`config.mk`:
```
export PLATFORM = sky130hd
export DESIGN_NAME = round_sequencer
export DESIGN_NICKNAME = d
export VERILOG_FILES = /design/src/rtl/round_pkg.sv /design/src/rtl/round_sequencer_phase_counter.sv /design/src/rtl/round_sequencer.sv
export SDC_FILE = /design/constraint.sdc
export NUM_CORES = 1
export LEC_CHECK = 0
export BUFFER_PORTS_ARGS = -buffer_cell sky130_fd_sc_hd__clkbuf_2
export CAP_MARGIN = 20
export CELL_PAD_IN_SITES_DETAIL_PLACEMENT = 1
export CELL_PAD_IN_SITES_GLOBAL_PLACEMENT = 1
export CORE_ASPECT_RATIO = 1.4
export CORE_MARGIN = 4
export CORE_UTILIZATION = 39
export CTS_CLUSTER_DIAMETER = 40
export CTS_CLUSTER_SIZE = 40
export DETAILED_ROUTE_END_ITERATION = 16
export GPL_TIMING_DRIVEN = 0
export HOLD_SLACK_MARGIN = 0.05
export PLACE_DENSITY_LB_ADDON = 0.25
export SYNTH_ARGS = -nofsm -noshare
export SYNTH_HDL_FRONTEND = slang
export SYNTH_SLANG_ARGS = --single-unit
```
`constraint.sdc`:
```
create_clock -name CLK -period 2.6 [get_ports CLK]
set_clock_uncertainty 0.05 [all_clocks]
set_input_delay 0.52 -clock CLK [delete_from_list [all_inputs] [get_ports CLK]]
set_output_delay 0.52 -clock CLK [all_outputs]
set_load 0.05 [all_outputs]
```
`src/rtl/round_pkg.sv`:
```
// round_pkg: shared types and constants for the round sequencer.
//   rs_state_t        - sequencer FSM state encoding
//   PH_*              - phase index names within one AES (inverse) round
//   MAX_ROUNDS_AES128 - terminal round index for AES-128 (rounds 0..10)
package round_pkg;

    typedef enum logic [1:0] {RS_IDLE, RS_RUN, RS_DONE} rs_state_t;

    localparam int PH_SHIFT  = 0;
    localparam int PH_SUB    = 1;
    localparam int PH_ADDKEY = 2;
    localparam int PH_MIX    = 3;

    localparam int MAX_ROUNDS_AES128 = 10;

endpackage

```
`src/rtl/round_sequencer_phase_counter.sv`:
```
// phase_counter: sub-step counter within one round.
//   CLK   in  clock
//   RESET in  synchronous active-high reset
//   clr   in  force phase to the first phase
//   en    in  advance one phase
//   short in  round ends one phase early (last phase = PHASES-2)
//   phase out current phase
//   wrap  out en while phase is at the effective last phase (combinational)
// On wrap the phase holds; the owner clears it with clr when another round follows.
module phase_counter
    import round_pkg::*;
#(
    parameter int PHASES = 4
) (
    input  logic                        CLK,
    input  logic                        RESET,
    input  logic                        clr,
    input  logic                        en,
    input  logic                        short,
    output logic [$clog2(PHASES)-1:0]   phase,
    output logic                        wrap
);

    localparam int PW = $clog2(PHASES);

    logic [PW-1:0] phase_q, phase_d, last;

    always_comb begin
        last    = short ? PW'(PHASES - 2) : PW'(PHASES - 1);
        wrap    = en && (phase_q == last);
        phase_d = clr ? PW'(PH_SHIFT) : (en && !wrap) ? phase_q + 1'b1 : phase_q;
    end

    always_ff @(posedge CLK) begin
        if (RESET) phase_q <= '0;
        else       phase_q <= phase_d;
    end

    assign phase = phase_q;

endmodule

```
`src/rtl/round_sequencer.sv`:
```
// round_sequencer: sequences M+1 rounds of PHASES sub-steps, counting up or down.
//   CLK         in  clock
//   RESET       in  synchronous active-high reset
//   start       in  begin a sequence (IDLE only)
//   dir         in  0 = count 0..M, 1 = count M..0 (latched at start)
//   max_count   in  terminal round M, 0 selects MAX_DEFAULT (latched at start)
//   step        in  advance one phase (RUN only)
//   count_out   out current round index
//   phase_out   out current phase within the round
//   busy        out high in RUN
//   first_round out busy and at the starting round
//   last_round  out busy and at the terminal round
//   done        out one-cycle pulse after the final phase
// Build option: ROUND_LAST_SKIP_EN drops the last phase of the terminal round.
module round_sequencer
    import round_pkg::*;
#(
    parameter int WIDTH       = 5,
    parameter int PHASES      = 4,
    parameter int MAX_DEFAULT = MAX_ROUNDS_AES128
) (
    input  logic                        CLK,
    input  logic                        RESET,
    input  logic                        start,
    input  logic                        dir,
    input  logic [WIDTH-1:0]            max_count,
    input  logic                        step,
    output logic [WIDTH-1:0]            count_out,
    output logic [$clog2(PHASES)-1:0]   phase_out,
    output logic                        busy,
    output logic                        first_round,
    output logic                        last_round,
    output logic                        done
);

    rs_state_t        state_q, state_d;
    logic [WIDTH-1:0] count_q, count_d, max_q, max_d, m_sel;
    logic             dir_q, dir_d;
    logic             start_acc, adv_en, terminal, short_last, wrap;

    assign start_acc = (state_q == RS_IDLE) && start;
    assign adv_en    = (state_q == RS_RUN) && step;
    assign terminal  = dir_q ? (count_q == '0) : (count_q == max_q);
    assign m_sel     = (max_count == '0) ? WIDTH'(MAX_DEFAULT) : max_count;

`ifdef ROUND_LAST_SKIP_EN
    assign short_last = terminal;
`else
    assign short_last = 1'b0;
`endif

    // Phase is cleared on entry and on every non-final round boundary;
    // on the final wrap it holds so the last phase stays visible.
    phase_counter #(.PHASES(PHASES)) u_phase (
        .CLK   (CLK),
        .RESET (RESET),
        .clr   (start_acc || (wrap && !terminal)),
        .en    (adv_en),
        .short (short_last),
        .phase (phase_out),
        .wrap  (wrap)
    );

    always_ff @(posedge CLK) begin
        if (RESET) begin
            state_q <= RS_IDLE;
            count_q <= '0;
            max_q   <= '0;
            dir_q   <= 1'b0;
        end else begin
            state_q <= state_d;
            count_q <= count_d;
            max_q   <= max_d;
            dir_q   <= dir_d;
        end
    end

    // Terminal check gates the count update, so no wrap-around can occur.
    always_comb begin
        state_d = (state_q == RS_IDLE) ? (start ? RS_RUN : RS_IDLE) :
                  (state_q == RS_RUN)  ? ((wrap && terminal) ? RS_DONE : RS_RUN) :
                                         RS_IDLE;
        dir_d   = start_acc ? dir : dir_q;
        max_d   = start_acc ? m_sel : max_q;
        count_d = start_acc           ? (dir ? m_sel : '0) :
                  (wrap && !terminal) ? (dir_q ? count_q - 1'b1 : count_q + 1'b1) :
                                        count_q;
    end

    always_comb begin
        busy        = (state_q == RS_RUN);
        done        = (state_q == RS_DONE);
        first_round = busy && (count_q == (dir_q ? max_q : '0));
        last_round  = busy && terminal;
        count_out   = count_q;
    end

endmodule

```
==> impl_metrics.yaml, run 1 <==
layout:
  layout.area.seq_um2: 309
  multi_input_comb_area_um2: 638
  diodes: 0
  fillers: 272
  drive_gt1_share_pct: 33.8
  final_cells: 152
  synthToLayoutAreaGrowth_pct: 26.3
  final_nets: 146
sta:
  period_needed_ns: 2.49
  rsz0062_at_grt: "false"
  fin_ws_ns: 0.113
  fmax_mhz: 402
  tightestPinTransition_ns: 0.556
  finalCritPeriodShare_pct: 95.7
  slew_viol_final: 0
  hold_violations: 0
  slew_headroom_pct: 62.9
  setup_viol: 0
  setup_tns_ns: 0
synth:
  syn_inst: 103
  netlist_area_um2: 936
  yosys.area.top_type: "dfxtp_1"
  ys_types: 37
  synth_top_cells_by_area: "dfxtp_1, a21oi_1, ha_1"
  ys_ff_latch: 15
  yosysSeqAreaShare_pct: 32.1
  syn-mean-instance-area_um2: 9.09
  yosysWarnings: 0
  syn_nets: 118
  synth_top_area_share_pct: 32.1
pwr:
  combPwrFrac_pct: 32.6
  power.density_nw_per_um2: 504
  p_sw_share_pct: 35.9
  ir_drop_mv: 0.216
  pwr-share-seq_pct: 44.4
  clkPwrFrac_pct: 23.0
  p_int_uw: 381
  switching_power_uw: 214
  leakagePower_uw: 0.000506
clock_tree:
  cts_max_level: 1
  root_buffer: "clkbuf_4"
  path_clk_slew_ns: 0.09
  cts_buffers: 3
  cts.sinks: 15
  worst_skew_pair.late_latency_ns: 0.29
  clock_path_buffers: 2
  cts_tree: "yes"
  hold_buffers: 0
placement:
  gp_congestion: 0.786
  numPortBuffers: 20
  place_ws_ns: 0.0903
  dp_hpwl_mm: 1.93
  placed_cells: 145
worst_setup_path:
  worstSetupEndpointType: "primary output"
  startpoint: "count_out[3]$_SDFFE_PP0P_"
  crit_type: "flop to primary output"
  arrival_ns: 1.92
  crit_fanout: 5
  start_kind: "flop"
  required_ns: 2.03
  r2r_start: "dir_q$_SDFFE_PP0N_"
drt:
  wirelength_mm: 2.48
  via_per_inst: 5.67
  first_pass_iters: 2
  drt-met1-wl_um: 980
  top_layer: "met4"
  routedWlPerCell_um: 16.3
  dr_wl_met2_mm: 1.38
  vias: 862
  first_iter_violations: 26
  route.antenna.remaining_nets: 0
  wl_met3_um: 74
  drc: 0
floorplanning:
  rows: 20
  initial_utilization_pct: 42.0
  die_w_um: 49.4
  die_h_um: 66.0
  ios: 21
  core_area_um2: 2230
  die_area_um2: 3260
min_path:
  hp-start: "RESET"
  hold_class: "primary input to flop"
global_routing:
  grt_pass1_wl_mm: 4.33
  grt_use_total_pct: 17.5
  grt-ovfl-total: 0
  grt_max_degree: 11
  grt_pass1_vias: 947
  antenna_found_initial: 0
job:
  cap_violations: 0
status:
  status: "finished clean"
## final timing paths
kind / end / slack, ns / depth (start not counted)
setup / recovery: first_round / 0.11 / 5
hold / removal: count_out[2]$_SDFFE_PP0P_ / 0.43 / 2
setup reg to reg: count_out[4]$_SDFFE_PP0P_ / 0.65 / 6
hold reg to reg: max_q[4]$_SDFFE_PP0N_ / 0.45 / 2
## metal layers
layer / up-vias / GRT usage (%)
met5: - / 0
met4: 0 / 8.30
met3: 5 / 2.03
met2: 14 / 33.7
met1: 419 / 18.5
li1: 424 / -
## state kept, by name (all words and copies together) (netlist names)
signal / count
max_q: 5
u_phase.phase: 2
count_out: 5
state_q: 2
dir_q: 1
## stage by stage
stage | util [%] | total power (uW) | instance area, um^2 | hold slack, ns
floorplan | - | 396 | 963 | 0.395
global placement | 49.0 | 435 | 1090 | 0.418
detailed placement | 49.0 | 440 | 1090 | 0.447
CTS | 52.7 | 597 | 1170 | 0.430
global route | 53.1 | 637 | 1180 | 0.415
finish | 53.1 | 595 | 1180 | 0.432
## cell usage in the layout, fill, tap and decap left out, types with 2 or more instances in the layout
cell type,n
a2111oi_4,3
a211oi_1,4
a21o_1,2
a21oi_1,10
a31oi_1,2
buf_4,4
clkbuf_2,18
clkbuf_4,4
dfxtp_1,10
dfxtp_2,4
ha_1,4
inv_1,3
mux2i_1,3
nand2_1,11
nand2b_1,2
nor2_1,5
nor2b_1,2
nor3_1,2
nor4_1,3
o21ai_1,2
o22ai_1,2
xnor2_1,5
xor2_1,4
## kinds of logic after synthesis
| logic type | synth area share [%] |
|---|---|
| AND/OR/NAND/NOR | 21.9 |
| AO/OA/AOI/OAI | 21.8 |
| flip-flops | 32.1 |
| XOR/XNOR | 8.42 |
| buffers and inverters | 5.08 |
| adder cells (fa/ha/maj) | 7.49 |
| multiplexers | 3.21 |
## cell usage after synthesis
library cell    number
dfxtp_1             15
nand2_1             11
a21oi_1             10
nor2_1               6
xnor2_1              5
a211oi_1             4
ha_1                 4
xor2_1               4
inv_1                3
mux2i_1              3
nor3_1               3
nor4_1               3
a2111oi_2            2
a21o_1               2
a31oi_1              2
nand2b_1             2
nor2b_1              2
o21ai_1              2
o22ai_1              2
a2111oi_1            1
a211oi_4             1
and2b_1              1
buf_4                1
buf_6                1
clkinv_2             1
dlymetal6s2s_1       1
fa_1                 1
nand3_1              1
nand3_2              1
nand3b_1             1
nor3b_1              1
nor3b_4              1
o21ai_0              1
o41ai_1              1
or2_2                1
or3b_1               1
or4_4                1
## cell type report
class                   instances  area share, %
multi-input cells              81           54.0
flip-flops and latches         15           26.1
repair buffers                 23           11.3
plain buffers                   3           2.65
well taps                      22           2.33
clock buffers                   4           2.22
inverters                       4           1.38
## worst max-delay path, cell delays in order (launching register included)
cell and delay [ns]:
dfxtp_2 0.36, or4_4 0.57, nor3_2 0.13, a31oi_1 0.09, a2111oi_4 0.24, clkbuf_8 0.24
## what timing repair did
| action | 4_1_cts | 5_1_grt |
|---|---|---|
| gates cloned | 0 | 0 |
| resized for setup | 4 | 4 |
| pin swaps | 1 | 3 |
| endpoints found under the setup margin | 2 | 2 |
| buffers inserted | 3 | 0 |
## power by group through the flow
stage / clock network (uW) / registers, uW / logic, uW
2_1_floorplan: 0 / 283 / 113
3_3_place_gp: 0 / 270 / 165
3_5_place_dp: 0 / 271 / 169
4_1_cts: 142 / 263 / 192
5_1_grt: 158 / 267 / 213
6_report: 137 / 264 / 194
Note: power is estimated with default switching activity, not from simulation.
==> inputs of run 2 (changes only) <==
--- a/config.mk
+++ b/config.mk
@@ -12,6 +12,7 @@
 export CORE_ASPECT_RATIO = 1.4
 export CORE_MARGIN = 4
 export CORE_UTILIZATION = 39
+export CTS_BUF_LIST = sky130_fd_sc_hd__clkbuf_16
 export CTS_CLUSTER_DIAMETER = 40
 export CTS_CLUSTER_SIZE = 40
 export DETAILED_ROUTE_END_ITERATION = 16
==> impl_metrics.yaml, run 2 (synthesis results as in run 1) <==
status:
  status: "finished clean"
pwr:
  totalPowerFinal_uw: 743
  p_sw_share_pct: 30.5
  power.density_nw_per_um2: 619
  pwr-share-seq_pct: 36.0
  leakagePower_uw: 0.000515
  ir_drop_mv: 0.326
  p_int_uw: 517
  combPwrFrac_pct: 24.2
  clkPwrFrac_pct: 39.9
  switching_power_uw: 227
worst_setup_path:
  r2r_slack_ns: 0.70
  r2r_end: "count_out[4]$_SDFFE_PP0P_"
  crit_fanout: 8
  start_kind: "flop"
  required_ns: 2.03
  worstSetupEndpointType: "primary output"
  arrival_ns: 1.96
  crit_type: "flop to primary output"
  r2r_start: "dir_q$_SDFFE_PP0N_"
  rr_worst_depth: 6
job:
  cap_violations: 0
floorplanning:
  initial_utilization_pct: 42.0
  die_area_um2: 3260
  die_w_um: 49.4
  ios: 21
  core_area_um2: 2230
  die_h_um: 66.0
  rows: 20
layout:
  diodes: 0
  finish.utilization_pct: 53.9
  final_nets: 143
  final_cells: 149
  final_cell_mix: "clkbuf_2, nand2_1, dfxtp_1"
  synthToLayoutAreaGrowth_pct: 28.3
  drive_gt1_share_pct: 30.7
  final_common_cell: "clkbuf_2"
  fillers: 266
clock_tree:
  cts_max_level: 1
  hold_buffers: 0
  worst_skew_pair.late_latency_ns: 0.25
  cts.sinks: 15
  cts_tree: "yes"
  path_clk_slew_ns: 0.05
  clock_path_buffers: 2
  root_buffer: "clkbuf_16"
  cts_buffers: 3
sta:
  period_needed_ns: 2.53
  slew_headroom_pct: 65.9
  fmax_mhz: 395
  setup_viol: 0
  tightestPinTransition_ns: 0.511
  holdWs_ns: 0.444
  slew_viol_final: 0
  finalCritPeriodShare_pct: 97.4
  hold_violations: 0
global_routing:
  grt_pass1_wl_mm: 4.24
  grt_pass1_vias: 933
  grt_max_degree: 11
  antenna_found_initial: 0
  grt_use_total_pct: 17.2
  grt-ovfl-total: 0
placement:
  placed_cells: 145
  gp_congestion: 0.786
  dp_hpwl_mm: 1.93
  numPortBuffers: 20
min_path:
  hold_class: "flop to flop"
  hp-start: "max_q[4]$_SDFFE_PP0N_"
  hold_end: "max_q[4]$_SDFFE_PP0N_"
  whs_path_depth: 2
drt:
  vias: 868
  wirelength_mm: 2.52
  routedWlPerCell_um: 16.9
  route.antenna.remaining_nets: 0
  first_pass_iters: 3
  first_iter_violations: 16
  drc: 0
  via_per_inst: 5.83
## run 2: changes by cell type in the layout (fill, tap and decap cells not counted), sizes merged
cell,previous run,this run
buf,5,3
clkbuf,24,22
inv,3,4
## run 2: worst max path at each step
stage,from,endpoint,slack [ns]
global placement,count_out[0]$_SDFFE_PP0P_,first_round,0.12
floorplan,count_out[2]$_SDFFE_PP0P_,first_round,-0.02
detailed placement,count_out[0]$_SDFFE_PP0P_,first_round,0.09
CTS,max_q[2]$_SDFFE_PP0N_,last_round,-0.03
finish,count_out[0]$_SDFFE_PP0P_,last_round,0.07
global route,max_q[2]$_SDFFE_PP0N_,last_round,-0.002
## run 2: area by class of cell
class / count / area [um^2] / share of cell area [%]
Inverter: 4 / 16.3 / 1.35
Timing Repair Buffer: 20 / 106 / 8.85
Clock buffer: 3 / 75.1 / 6.25
Buffer: 3 / 31.3 / 2.60
Tap cell: 22 / 27.5 / 2.29
Clock inverter: 1 / 3.75 / 0.313
Sequential cell: 15 / 308 / 25.6
Multi-Input combinational cell: 81 / 633 / 52.7
## run 2: per-layer routing
| metal | wire length (um) | up-vias | track usage [%] | share of wire [%] |
|---|---|---|---|---|
| li1 | - | 424 | - | - |
| met1 | 995 | 425 | 18.0 | 40 |
| met2 | 1390 | 14 | 33.7 | 55 |
| met3 | 77 | 5 | 1.35 | 3.1 |
| met4 | 49 | 0 | 8.30 | 1.9 |
| met5 | 0 | - | 0 | 0 |
## run 2: metrics by stage
stage	setup WS (ns)	setup TNS (ns)	cell area, um^2
2_1_floorplan	-0.0179	-0.0179	963
3_3_place_gp	0.125	0	1090
3_5_place_dp	0.0903	0	1090
4_1_cts	-0.0278	-0.0278	1180
5_1_grt	-0.00199	-0.00199	1200
6_report	0.0679	0	1200
## run 2: power by group through the flow
stage / combinational, uW / sequential (uW) / clock (uW)
2_1_floorplan: 113 / 283 / 0
3_3_place_gp: 165 / 270 / 0
3_5_place_dp: 169 / 271 / 0
6_report: 180 / 267 / 296
5_1_grt: 197 / 270 / 317
4_1_cts: 176 / 267 / 301
## run 2: worst max-delay path, stage by stage, from the launching register on
cell	delay [ns]
dfxtp_4	0.39
or4_4	0.55
nor3b_4	0.27
a21oi_1	0.12
nor2_2	0.11
clkbuf_2	0.28
## run 2: repair_timing
action	in CTS	in global routing
setup buffers	0	0
pin swaps	0	1
resized for setup	2	3
setup endpoints to repair	2	2
